<file path="src/rtl/vc_queue_pkg.sv">
// Shared constants and width helpers for the partitioned val/rdy queue family.
package vc_queue_pkg;

    localparam logic [1:0] VC_QUEUE_NORMAL = 2'b00;
    localparam logic [1:0] VC_QUEUE_PIPE   = 2'b01;
    localparam logic [1:0] VC_QUEUE_BYPASS = 2'b10;

    function automatic int vc_addr_nbits(input int num_msgs);
        return (num_msgs > 2) ? $clog2(num_msgs) : 1;
    endfunction

    // One extra bit so a channel's free count can reach p_num_msgs.
    function automatic int vc_slice_nbits(input int num_msgs);
        return vc_addr_nbits(num_msgs) + 1;
    endfunction

endpackage

</file>
<file path="src/rtl/vc_partitioned_queue_chan_ctrl.sv">
// Control for one channel partition: pointers, full flag, free count and the
// channel's own rdy/val terms, evaluated as if the ports addressed this channel.
module vc_partitioned_queue_chan_ctrl
    import vc_queue_pkg::*;
#(
    parameter logic [1:0] p_type     = VC_QUEUE_NORMAL,
    parameter int         p_num_msgs = 4,
    localparam int        c_addr_nbits = vc_addr_nbits(p_num_msgs),
    localparam int        c_cnt_nbits  = c_addr_nbits + 1
)(
    input  logic                    clk,
    input  logic                    reset,
    input  logic                    enq_val,
    input  logic                    enq_sel,
    input  logic                    deq_rdy,
    input  logic                    deq_sel,
    input  logic                    flush_sel,
    output logic                    enq_rdy,
    output logic                    deq_val,
    output logic                    empty,
    output logic                    wr_en,
    output logic [c_addr_nbits-1:0] enq_ptr,
    output logic [c_addr_nbits-1:0] deq_ptr,
    output logic [c_cnt_nbits-1:0]  num_free
);
    localparam logic c_pipe = p_type[0];
    localparam logic c_byp  = p_type[1];

    logic                    full;
    logic                    active;
    logic                    do_enq;
    logic                    do_deq;
    logic                    do_bypass;
    logic                    upd_deq;
    logic [c_addr_nbits-1:0] enq_ptr_inc;
    logic [c_addr_nbits-1:0] deq_ptr_inc;

    assign active  = reset & ~flush_sel;
    assign empty   = ~full & (enq_ptr == deq_ptr);
    assign enq_rdy = active & (~full | (c_pipe & deq_sel & deq_rdy));
    assign deq_val = active & (~empty | (c_byp & enq_val & enq_sel));

    assign do_enq    = enq_sel & enq_val & enq_rdy;
    assign do_deq    = deq_sel & deq_rdy & deq_val;
    // A bypassed message goes straight from enq_msg to the consumer and never lands in storage.
    assign do_bypass = do_enq & do_deq & empty;
    assign wr_en     = do_enq & ~do_bypass;
    assign upd_deq   = do_deq & ~do_bypass;

    assign enq_ptr_inc = (enq_ptr == c_addr_nbits'(p_num_msgs - 1)) ? '0 : enq_ptr + 1'b1;
    assign deq_ptr_inc = (deq_ptr == c_addr_nbits'(p_num_msgs - 1)) ? '0 : deq_ptr + 1'b1;

    always_ff @(posedge clk) begin
        if (!reset || flush_sel) begin
            enq_ptr <= '0;
            deq_ptr <= '0;
            full    <= 1'b0;
        end else begin
            if (wr_en)
                enq_ptr <= enq_ptr_inc;
            if (upd_deq)
                deq_ptr <= deq_ptr_inc;
            if (wr_en && !upd_deq && (enq_ptr_inc == deq_ptr))
                full <= 1'b1;
            else if (upd_deq && full && !wr_en)
                full <= 1'b0;
        end
    end

    always_comb begin
        num_free = '0;
        if (full)
            num_free = '0;
        else if (enq_ptr == deq_ptr)
            num_free = c_cnt_nbits'(p_num_msgs);
        else if (enq_ptr > deq_ptr)
            num_free = c_cnt_nbits'(p_num_msgs) - ({1'b0, enq_ptr} - {1'b0, deq_ptr});
        else
            num_free = {1'b0, deq_ptr} - {1'b0, enq_ptr};
    end

endmodule

</file>
<file path="src/rtl/vc_partitioned_queue.sv">
// Multi-channel val/rdy queue: isolated fixed-size partitions of one shared
// storage array, with channel-tagged enqueue, channel-selected dequeue and flush.
module vc_partitioned_queue
    import vc_queue_pkg::*;
#(
    parameter logic [1:0] p_type      = VC_QUEUE_NORMAL,
    parameter int         p_msg_nbits = 32,
    parameter int         p_num_msgs  = 4,
    parameter int         p_num_chans = 2,
    localparam int        c_addr_nbits = vc_addr_nbits(p_num_msgs),
    localparam int        c_chan_nbits = $clog2(p_num_chans)
)(
    input  logic                                      clk,
    input  logic                                      reset,
    input  logic                                      enq_val,
    output logic                                      enq_rdy,
    input  logic [c_chan_nbits-1:0]                   enq_chan,
    input  logic [p_msg_nbits-1:0]                    enq_msg,
    input  logic [c_chan_nbits-1:0]                   deq_chan,
    output logic                                      deq_val,
    input  logic                                      deq_rdy,
    output logic [p_msg_nbits-1:0]                    deq_msg,
    input  logic                                      flush,
    input  logic [c_chan_nbits-1:0]                   flush_chan,
    output logic [p_num_chans*(c_addr_nbits+1)-1:0]   num_free_entries
);
    localparam int c_slice_nbits = vc_slice_nbits(p_num_msgs);
    localparam int c_dec_chans   = 1 << c_chan_nbits;
    localparam int c_depth       = p_num_chans * p_num_msgs;
    localparam int c_store_nbits = $clog2(c_depth);

    // Decoded vectors cover every encodable index; unused codes read as idle channels.
    logic [c_dec_chans-1:0]  rdy_vec;
    logic [c_dec_chans-1:0]  val_vec;
    logic [c_dec_chans-1:0]  empty_vec;
    logic [c_dec_chans-1:0]  wr_vec;
    logic [c_addr_nbits-1:0] enq_ptr_arr [c_dec_chans];
    logic [c_addr_nbits-1:0] deq_ptr_arr [c_dec_chans];

    logic [p_msg_nbits-1:0]   storage [c_depth];
    logic [c_store_nbits-1:0] wr_addr;
    logic [c_store_nbits-1:0] rd_addr;
    logic                     wr_en;

    for (genvar i = 0; i < c_dec_chans; i++) begin : g_chan
        if (i < p_num_chans) begin : g_live
            vc_partitioned_queue_chan_ctrl #(
                .p_type     (p_type),
                .p_num_msgs (p_num_msgs)
            ) u_ctrl (
                .clk       (clk),
                .reset     (reset),
                .enq_val   (enq_val),
                .enq_sel   (enq_chan == c_chan_nbits'(i)),
                .deq_rdy   (deq_rdy),
                .deq_sel   (deq_chan == c_chan_nbits'(i)),
                .flush_sel (flush && (flush_chan == c_chan_nbits'(i))),
                .enq_rdy   (rdy_vec[i]),
                .deq_val   (val_vec[i]),
                .empty     (empty_vec[i]),
                .wr_en     (wr_vec[i]),
                .enq_ptr   (enq_ptr_arr[i]),
                .deq_ptr   (deq_ptr_arr[i]),
                .num_free  (num_free_entries[i*c_slice_nbits +: c_slice_nbits])
            );
        end else begin : g_pad
            assign rdy_vec[i]     = 1'b0;
            assign val_vec[i]     = 1'b0;
            assign empty_vec[i]   = 1'b1;
            assign wr_vec[i]      = 1'b0;
            assign enq_ptr_arr[i] = '0;
            assign deq_ptr_arr[i] = '0;
        end
    end

    assign enq_rdy = rdy_vec[enq_chan];
    assign deq_val = val_vec[deq_chan];
    assign wr_en   = wr_vec[enq_chan];

    assign wr_addr = c_store_nbits'(enq_chan) * c_store_nbits'(p_num_msgs)
                   + c_store_nbits'(enq_ptr_arr[enq_chan]);
    assign rd_addr = c_store_nbits'(deq_chan) * c_store_nbits'(p_num_msgs)
                   + c_store_nbits'(deq_ptr_arr[deq_chan]);

    always_ff @(posedge clk) begin
        if (wr_en)
            storage[wr_addr] <= enq_msg;
    end

    // An empty channel can only be valid through bypass, so its head is the incoming message.
    always_comb begin
        deq_msg = '0;
        if (deq_val)
            deq_msg = empty_vec[deq_chan] ? enq_msg : storage[rd_addr];
    end

endmodule

</file>
<file path="config.mk">
export PLATFORM = sky130hd
export DESIGN_NAME = vc_partitioned_queue
export DESIGN_NICKNAME = d
export VERILOG_FILES = /design/src/rtl/vc_queue_pkg.sv /design/src/rtl/vc_partitioned_queue_chan_ctrl.sv /design/src/rtl/vc_partitioned_queue.sv
export SDC_FILE = /design/constraint.sdc
export NUM_CORES = 1
export LEC_CHECK = 0
export ABC_CLOCK_PERIOD_IN_PS = 13200
export BUFFER_PORTS_ARGS = -buffer_cell sky130_fd_sc_hd__buf_2
export CORE_MARGIN = 2
export CORE_UTILIZATION = 60
export CTS_CLUSTER_SIZE = 8
export DETAILED_ROUTE_END_ITERATION = 6
export PLACE_DENSITY = 0.82
export SLEW_MARGIN = 20
export SYNTH_ARGS = -nofsm -noshare
export SYNTH_HDL_FRONTEND = slang
export SYNTH_SLANG_ARGS = --single-unit
</file>
<file path="constraint.sdc">
create_clock -name clk -period 13.2 [get_ports clk]
set_clock_uncertainty 0.2 [all_clocks]
set_input_delay 1.32 -clock clk [delete_from_list [all_inputs] [get_ports clk]]
set_output_delay 1.32 -clock clk [all_outputs]
set_load 0.05 [all_outputs]
</file>
# Word-level counts from Yosys, hierarchy flattened
# Memories as Yosys holds them, arrays and structs flattened.
# Cells that the tools add are included.
op_classes:
  add_sub_neg: 12
  n_mul: 0
  div: 0
  order_cmp: 6
  eq_ne: 8
  shifts: 0
  n_mux: 32
  n_bitwise: 37
  reduce_logical: 19
op_table:
  columns: ["operator", "count"]
  rows:
  - ["$mux W32", 2]
  - ["$and A1 B1 Y1", 24]
  - ["$mux W2", 10]
  - ["$mux W3", 6]
  - ["$mux W1", 14]
  - ["$sub A2 B2 Y3", 4]
  - ["$not A1 Y1", 11]
  - ["$logic_and A1 B1 Y1", 10]
  - ["$add A2 B1 Y2 const B", 4]
  - ["$eq A2 B2 Y1", 4]
  - ["$eq A2 B2 Y1 const B", 4]
  - ["$add A3 B2 Y3", 2]
  - ["$sub A3 B3 Y3 const A", 2]
  - ["$logic_not A1 Y1", 5]
  - ["$ge A2 B2 Y1 const B", 2]
  - ["$gt A2 B2 Y1", 2]
  - ["$lt A1 B2 Y1 const B", 2]
  - ["$not A1 Y2", 2]
  - ["$reduce_bool A2 Y1", 2]
  - ["$logic_or A1 B1 Y1", 2]
word_totals:
  ff_bits: 10
  latchBits: 0
  ramBits: 256
  mem_bits_ro: 0
  input_bits: 40
  out_inout_bits: 40
  memories: 1
mem_list:
  columns: ["memory", "depth", "width", "read_ports", "rd_clocked_by_memory_dff", "write_ports", "line", "text"]
  rows:
  - ["storage", 8, 32, 1, 0, 1, "vc_partitioned_queue.sv:40", "logic [p_msg_nbits-1:0] storage [c_depth];"]

# Logic depth before layout (Yosys ltp)
# Gate-level depths: netlist of run 1.
depth:
  ltp_word: 14
  mapped_depth: 8
  ltp_nobuf: 6

# Hierarchy
# From an unflattened synthesis of run 1, not the netlist that was laid out.
hier_totals:
  hier_cells: 871
  area_unflattened_um2: 11064.4
by_module_without_submodules:
  columns: ["module", "instances", "cells_each", "area_each_um2", "seq_area_each_um2"]
  rows:
  - ["vc_partitioned_queue", 1, 775, 10276.1, 7687.4]
  - ["vc_partitioned_queue_chan_ctrl", 2, 48, 394.1, 100.1]

# Worst setup path before layout of run 1
# No wires, ideal clock.
synth_timing:
  path_kind: "input-to-reg"
  from: "in flush_chan"
  to: "mem storage[0][0] (enable)"
  setup_time_ns: 0.502
  t_arrival_ns: 4.968
  slack_ns: 7.530
  cell_stages: 4
  n_path_buf: 0
  path_cell_list: "a21oi_1 -> a22oi_1 -> or2b_1 -> nor4_1"
synth_between:
  elab_chain_cells: 14
  elab_cells_between_ends: 27
synth_rtl:
  columns: ["element", "line", "text"]
  rows:
  - ["from (decl)", "vc_partitioned_queue.sv:24", "input logic [c_chan_nbits-1:0] flush_chan,"]
  - ["$not A1 Y1", "vc_partitioned_queue.sv:57", ".flush_sel (flush && (flush_chan == c_chan_nbits'(i))),"]
  - ["$logic_and A1 B1 Y1", "vc_partitioned_queue.sv:57", null]
  - ["$not A1 Y1", "vc_partitioned_queue_chan_ctrl.sv:38", "assign active = reset & ~flush_sel;"]
  - ["$and A1 B1 Y1", "vc_partitioned_queue_chan_ctrl.sv:38", null]
  - ["$and A1 B1 Y1 (on tied branches)", "vc_partitioned_queue_chan_ctrl.sv:40, vc_partitioned_queue_chan_ctrl.sv:41", null]
  - ["$and A1 B1 Y1 (on tied branches)", "vc_partitioned_queue_chan_ctrl.sv:43, vc_partitioned_queue_chan_ctrl.sv:44", null]
  - ["$and A1 B1 Y1 (2 in a row)", "vc_partitioned_queue_chan_ctrl.sv:46", "assign do_bypass = do_enq & do_deq & empty;"]
  - ["$not A1 Y1", "vc_partitioned_queue_chan_ctrl.sv:47", "assign wr_en = do_enq & ~do_bypass;"]
  - ["$and A1 B1 Y1", "vc_partitioned_queue_chan_ctrl.sv:47", null]
  - ["$mux W1 (implied by the code) * (2 in a row)", "vc_partitioned_queue.sv:78", "assign wr_en = wr_vec[enq_chan];"]
  - ["$mux W1 *", "vc_partitioned_queue.sv:86", "if (wr_en)"]
  - ["$mux W1 (implied by the code) *", "vc_partitioned_queue.sv:87", "storage[wr_addr] <= enq_msg;"]
  - ["to (decl)", "vc_partitioned_queue.sv:40", null]
# Every way passes the cells marked *; elsewhere a longest branch is shown, timed or not. The select of a mux whose other input is x is not followed.

# Final worst setup path of run 1
layout_timing:
  from: "in deq_chan"
  to: "out deq_msg[26]"
layout_between:
  elab_chain_cells: 8
  elab_cells_between_ends: 12
layout_rtl:
  columns: ["element", "line", "text"]
  rows:
  - ["from (decl)", "vc_partitioned_queue.sv:19", "input logic [c_chan_nbits-1:0] deq_chan,"]
  - ["$not A1 Y2 (implied by the code)", "vc_partitioned_queue.sv:83", "+ c_store_nbits'(deq_ptr_arr[deq_chan]);"]
  - ["$mux W2 (implied by the code) (3 in a row)", "vc_partitioned_queue.sv:83", null]
  - ["$add A3 B2 Y3", "vc_partitioned_queue.sv:83", null]
  - ["$mem_v2 Z8 W32", null, null]
  - ["$mux W32", "vc_partitioned_queue.sv:94", "deq_msg = empty_vec[deq_chan] ? enq_msg : storage[rd_addr];"]
  - ["$mux W32 *", "vc_partitioned_queue.sv:93", "if (deq_val)"]
  - ["to (decl)", "vc_partitioned_queue.sv:22", "output logic [p_msg_nbits-1:0] deq_msg,"]
# Marked as above.

==> flow_metrics.tcl, run 1 <==
set metrics [dict create \
    powerDensity_mw_per_mm2 151 \
    hold_path.class "reg -> reg" \
    dp_hpwl_um 10900 \
    syn-num-nets 628 \
    setup-violations-final 0 \
    grt_pass1_vias 5928 \
    maxCapViolations 0 \
    vias 5726 \
    grt_max_degree 68 \
    cp_common_cell "buf_2" \
    use_met3 0.0516 \
    avgRoutedWirePerCell_um 23.2 \
    holdPathStages 2 \
    relSlewSlack 0.303 \
    ff2ff_setup_slack_ns 10.77 \
    grt_pass1_wl_um 33300 \
    postCtsHoldBufs 0 \
    cts.sinks 266 \
    finalHoldViolCount 0 \
    drt_iter0_markers 497 \
    cts_buffers 39 \
    cts_resized 0 \
    yosys_warnings 0 \
    clk_pin_slew_ns 0.05 \
    synthAdderAreaFrac 0.0130 \
    crit_start "deq_chan" \
    synth-xor-area-share 0.00243 \
    ys_seq_elements 266 \
    peakVddDrop_v 0.000113 \
    gr-usage-all-layers 0.226 \
    met1_usage 0.292 \
    layout_common_cells "edfxtp_1 (256), mux2i_1 (132), buf_2 (79)" \
    die_y_um 138 \
    fmax_ghz 0.173 \
    critPathSlowestCell "buf_4" \
    finalSetupTns_ns 0 \
    synth_top_family_by_area "multiplexers" \
    r2r_end "storage[0][9]$_DFFE_PP_" \
    die-area_sq_mm 0.0191 \
    htree_num_levels 2 \
    worstRegToRegCells 5 \
    grt_setup_unrepaired "no" \
    layout-drive-gt1-share 0.255 \
    fin_area_sq_mm 0.0124 \
    post-cts-setup-buffer-count 0 \
    coreArea_sq_mm 0.0178 \
    start_util 0.605 \
    totalWireLength_um 21500 \
    dpl-instance-area_sq_mm 0.0114 \
    met2_usage 0.384 \
    fp.dieW_um 138 \
    outcome "finished, final reports clean" \
    worst-path-max-fanout 67 \
    synth_cells 578 \
    dr.pass1.iters 5 \
    overflow 0 \
    worstPathRequired_ns 11.68 \
    final_common_cell "edfxtp_1" \
    grt-busiest-layer "met2" \
    reg2reg_from "g_chan[1].g_live.u_ctrl.full$_SDFFE_PP0P_" \
    critPathLaunchType "input port" \
    slew_viol_final 0 \
    end_kind "primary output" \
    synth_compound_area_frac 0.0776 \
    synthSimpleGateAreaFrac 0.0250 \
    crit_type "in -> out" \
    vias_per_cell 6.18 \
    period_minus_slack_ns 5.79 \
    cts_buffer_depth 3 \
    area_growth_pct 15.2 \
    num_rows 49 \
    clk_latency_ns 0.51 \
    diodes 0 \
    critical_path_arrival_ns 4.27 \
    drc 0 \
    min_from "g_chan[0].g_live.u_ctrl.deq_ptr[0]$_SDFFE_PP0P_" \
    ioPinCount 80 \
    syn_avg_cell_area_sq_um 18.7 \
    place.gp.congestion 0.755 \
    min_to "g_chan[0].g_live.u_ctrl.deq_ptr[0]$_SDFFE_PP0P_" \
    root_buffer "clkbuf_16" \
    antenna_found_initial 0 \
    stdcell_count 926 \
    ys_seq_area_frac 0.730 \
    place_inst 873 \
    final_nets 735 \
    post-route-period-util 0.439 \
    numPortBuffers 79 \
    worst-slew-pin-transition_ns 1.05 \
    synth_area_sq_mm 0.0108 \
    ys_types 39 \
    path_cells "buf_2 -> mux2i_4 -> buf_6 -> buf_4 -> mux2i_1 -> o22a_1 -> o221ai_2 -> buf_2" \
    ant_nets 0 \
    leakage_nw 5.06 \
    synthMuxAreaShare 0.124 \
    cts_tree "done" \
    max_stage_delay_ns 0.95 \
]
cells in the mapped netlist:
library cell  count  area [sq um]
nor3b_1           1          7.51
nand3b_1          3          22.5
a31oi_1           1          6.26
o21ai_0           4          20.0
nor2_1           13          48.8
and3b_1           2          17.5
or3_1             1          6.26
dfxtp_1          10           200
a21boi_2          1          11.3
and3_1            1          6.26
nor3_1            7          35.0
o31ai_1           1          7.51
buf_2             1          5.00
nand4_1           3          18.8
edfxtp_1        256          7690
nand2b_1          2          12.5
or2_1             1          6.26
nor2b_1           1          6.26
buf_12            6           120
xor2_1            1          8.76
nand2_1          11          41.3
ha_1              8           100
clkbuf_1          9          33.8
xnor2_1           2          17.5
fa_1              2          40.0
buf_6             6          67.6
inv_1            10          37.5
o22a_1           32           280
nand3_1           1          5.00
nand4b_1          1          8.76
mux2i_1         132          1320
buf_4             5          37.5
nor4_1            2          12.5
mux2i_2           1          13.8
o221ai_2         32           480
a21oi_1           5          25.0
or2b_1            1          7.51
and2b_1           1          7.51
a22oi_1           1          7.51
worst max path at each step:
stage                              end  depth (start not counted)
3_3_place_gp               deq_msg[29]                          7
5_1_grt                    deq_msg[24]                          8
2_1_floorplan  storage[0][0]$_DFFE_PP_                          4
6_report                   deq_msg[26]                          8
3_5_place_dp               deq_msg[24]                          8
4_1_cts                    deq_msg[26]                          8
kinds of logic (layout without fill, tap and decap cells):
logic type,count (synthesis),in the layout
flops,266,266
mux,133,133
compound gates,77,77
simple gates,52,52
buf+inv,37,156
fa+ha+maj,10,10
xor+xnor,3,3
routing by layer:
layer | wire length (um) | part of all wire | up-vias
met1 | 8590 | 0.40 | 2906
met3 | 1330 | 0.062 | 58
li1 | - | - | 2542
met4 | 598 | 0.028 | 0
met5 | 0 | 0 | -
met2 | 10900 | 0.51 | 220
flip-flops by register name (all words and copies together), names as in the netlist:
signal,cells
g_chan.g_live.u_ctrl.enq_ptr,4
storage,256
g_chan.g_live.u_ctrl.deq_ptr,4
g_chan.g_live.u_ctrl.full,2
layout make-up:
type                       instances  area [sq um]
sequential                       266          7890
clock buffer                      50          1020
inverter                          10          37.5
tap                              229           287
multi-input combinational        275          2660
fill                            1059          5410
timing repair buffer              93           504
clock inverter                     3          41.3
worst max-delay path, delay by kind of cell:
family / cells / cell delay (ns)
buf+inv: 4 / 1.99
mux: 2 / 0.57
compound gates: 2 / 0.34
power by group:
group          switching, mW  total, mW  internal [mW]
clock                  0.327      0.860          0.533
sequential           0.00311      0.938          0.935
combinational         0.0547     0.0783         0.0236
through the flow:
step                       util  hold slack (ns)  power, mW  worst slack [ns]
after floorplan               -            0.296       1.00              7.53
after global placement    0.637            0.337       1.03              7.34
after detailed placement  0.637            0.372       1.03              7.20
after CTS                 0.697            0.384       1.89              7.14
after global routing      0.697            0.400       1.93              7.26
final                     0.697            0.391       1.88              7.41
(Power assumes the default switching activity.)
==> inputs of run 2 (changes only) <==
--- a/config.mk
+++ b/config.mk
@@ -5,13 +5,13 @@
 export SDC_FILE = /design/constraint.sdc
 export NUM_CORES = 1
 export LEC_CHECK = 0
-export ABC_CLOCK_PERIOD_IN_PS = 13200
+export ABC_CLOCK_PERIOD_IN_PS = 4800
 export BUFFER_PORTS_ARGS = -buffer_cell sky130_fd_sc_hd__buf_2
 export CORE_MARGIN = 2
-export CORE_UTILIZATION = 60
+export CORE_UTILIZATION = 54
 export CTS_CLUSTER_SIZE = 8
 export DETAILED_ROUTE_END_ITERATION = 6
-export PLACE_DENSITY = 0.82
+export PLACE_DENSITY = 0.78
 export SLEW_MARGIN = 20
 export SYNTH_ARGS = -nofsm -noshare
 export SYNTH_HDL_FRONTEND = slang
==> constraint.sdc (replaced) <==
create_clock -name clk -period 4.8 [get_ports clk]
set_clock_uncertainty 0.2 [all_clocks]
set_input_delay 0.48 -clock clk [delete_from_list [all_inputs] [get_ports clk]]
set_output_delay 0.48 -clock clk [all_outputs]
set_load 0.05 [all_outputs]
==> run 2 against run 1 <==
Sequential power grew to 2.8 times the previous value. Sequential cell count stayed put. Clock power grew to 2.7 times the previous value. Global-route usage is 2.7 points lower. Register-to-register slack worse by 8.6 ns. Wire length is 3.5% lower. First-iteration DRC count is 19% lower. Combinational power grew to 2.8 times the previous value. Via count is 3.7% lower. Die area is 11% higher. Largest cell class unchanged. Highest routed layer unchanged.
==> flow_metrics.tcl, run 2 (synthesized netlist as in run 1, its figures left out) <==
set metrics [dict create \
    post-route-period-util 0.788 \
    grt_pass1_vias 5911 \
    relSlewSlack 0.321 \
    ant_nets 0 \
    dp_hpwl_um 11600 \
    fp.dieW_um 145 \
    post-cts-setup-buffer-count 0 \
    reg2reg_from "g_chan[1].g_live.u_ctrl.full$_SDFFE_PP0P_" \
    final_common_cell "edfxtp_1" \
    worst-slew-pin-transition_ns 1.02 \
    fin_util 0.640 \
    setup-violations-final 0 \
    hold_path.class "in -> reg" \
    antenna_found_initial 0 \
    crit_start "g_chan[1].g_live.u_ctrl.enq_ptr[1]$_SDFFE_PP0P_" \
    ioPinCount 80 \
    p_total_mw 5.10 \
    critical_path_arrival_ns 3.10 \
    root_buffer "clkbuf_16" \
    peakVddDrop_v 0.000255 \
    worstRegToRegCells 4 \
    cts.sinks 266 \
    clk_pin_slew_ns 0.05 \
    avgRoutedWirePerCell_um 21.5 \
    fin_ws_ns 1.02 \
    cts_tree "done" \
    crit_type "reg -> out" \
    postCtsHoldBufs 0 \
    dr.pass1.iters 5 \
    grt_max_degree 69 \
    cts_buffers 39 \
    final_nets 739 \
    place.gp.congestion 0.772 \
    fillCellCount 1374 \
    grt_pass1_wl_um 32700 \
    finalHoldViolCount 0 \
    vias_per_cell 5.74 \
    reg_top3 "storage (256), g_chan.g_live.u_ctrl.deq_ptr (4), g_chan.g_live.u_ctrl.enq_ptr (4)" \
    coreArea_sq_mm 0.0195 \
    clk_latency_ns 0.50 \
    cts_buffer_depth 3 \
    slew_viol_final 0 \
    overflow 0 \
    outcome "finished, final reports clean" \
    leakage_nw 5.07 \
    maxCapViolations 0 \
    vias 5517 \
    ff2ff_setup_slack_ns 2.12 \
    start_util 0.553 \
    end_kind "primary output" \
    dp_worst_setup_slack_ns 1.46 \
    fmax_ghz 0.264 \
    powerDensity_mw_per_mm2 408 \
    period_minus_slack_ns 3.78 \
    worst-path-max-fanout 21 \
    area_growth_pct 15.7 \
    numPortBuffers 79 \
    num_rows 51 \
    regArea_sq_mm 0.00789 \
    drt_iter0_markers 401 \
    drc 0 \
    largest_reg_flops 256 \
    critPathLaunchType "register" \
    layout_common_cells "edfxtp_1 (256), mux2i_1 (132), buf_2 (79)" \
    totalWireLength_um 20700 \
    die-area_sq_mm 0.0211 \
    worstPathRequired_ns 4.12 \
    multi_input_area_sq_mm 0.00266 \
    cts_resized 0 \
    r2r_end "storage[5][14]$_DFFE_PP_" \
    regMostFlops "storage" \
    htree_num_levels 2 \
    gr-usage-all-layers 0.199 \
    die_y_um 145 \
    grt_setup_unrepaired "no" \
    crit_end "deq_msg[7]" \
    layout-drive-gt1-share 0.262 \
]
==> run 2: changes by cell type in the layout (fill, tap and decap cells not counted) <==
cell	delta
buf_6	-1
clkinv_4	-1
diode_2	+1
clkinvlp_4	+1
buf_12	+1
clkbuf_1	-6
buf_4	+4
==> run 2: metal layers <==
layer | routed length [um] | GRT usage
met1 | 8300 | 0.246
met2 | 10800 | 0.349
met3 | 1060 | 0.0379
met4 | 561 | 0.0765
met5 | 0 | 0
==> run 2: report_power, final <==
group | internal (mW) | switching, mW
combinational | 0.0656 | 0.151
sequential | 2.57 | 0.00804
clock | 1.44 | 0.860
==> run 2: area by class of cell <==
class / instances / share of cell area
flip-flops and latches: 266 / 0.631
repair buffers: 97 / 0.0434
clock buffers: 44 / 0.0796
multi-input cells: 275 / 0.213
diodes: 1 / 0.000200
well taps: 265 / 0.0265
clock inverters: 3 / 0.00320
inverters: 10 / 0.00300
==> run 2: critical path, cell delays in order (launching register included) <==
cell and delay [ns]:
dfxtp_1 0.43, inv_1 0.16, ha_1 0.34, nand3b_1 0.17
nand3_1 0.12, or2_2 0.48, buf_4 0.35, o221ai_2 0.25
buf_2 0.30
==> run 2: how the worst min path moves through the flow <==
stage                                                    start                                               to  slack (ns)  cells past startpoint
2_1_floorplan  g_chan[0].g_live.u_ctrl.enq_ptr[1]$_SDFFE_PP0P_  g_chan[0].g_live.u_ctrl.enq_ptr[1]$_SDFFE_PP0P_        0.30                      2
6_report                                            enq_msg[5]                          storage[6][5]$_DFFE_PP_        0.04                      1
3_5_place_dp   g_chan[0].g_live.u_ctrl.enq_ptr[1]$_SDFFE_PP0P_  g_chan[0].g_live.u_ctrl.enq_ptr[1]$_SDFFE_PP0P_        0.38                      2
3_3_place_gp   g_chan[0].g_live.u_ctrl.enq_ptr[1]$_SDFFE_PP0P_  g_chan[0].g_live.u_ctrl.enq_ptr[1]$_SDFFE_PP0P_        0.34                      2
5_1_grt                                             enq_msg[3]                          storage[6][3]$_DFFE_PP_        0.04                      1
4_1_cts                                             enq_msg[9]                          storage[4][9]$_DFFE_PP_        0.02                      1
==> run 2: per-stage QoR <==
stage / cell area [sq um] / hold WS (ns) / std cells / TNS (ns)
floorplan: 10800 / 0.296 / 578 / -1.89
global placement: 11500 / 0.343 / 913 / 0
detailed placement: 11500 / 0.375 / 913 / 0
CTS: 12500 / 0.0205 / 960 / 0
global route: 12500 / 0.0371 / 960 / 0
finish: 12500 / 0.0443 / 961 / 0
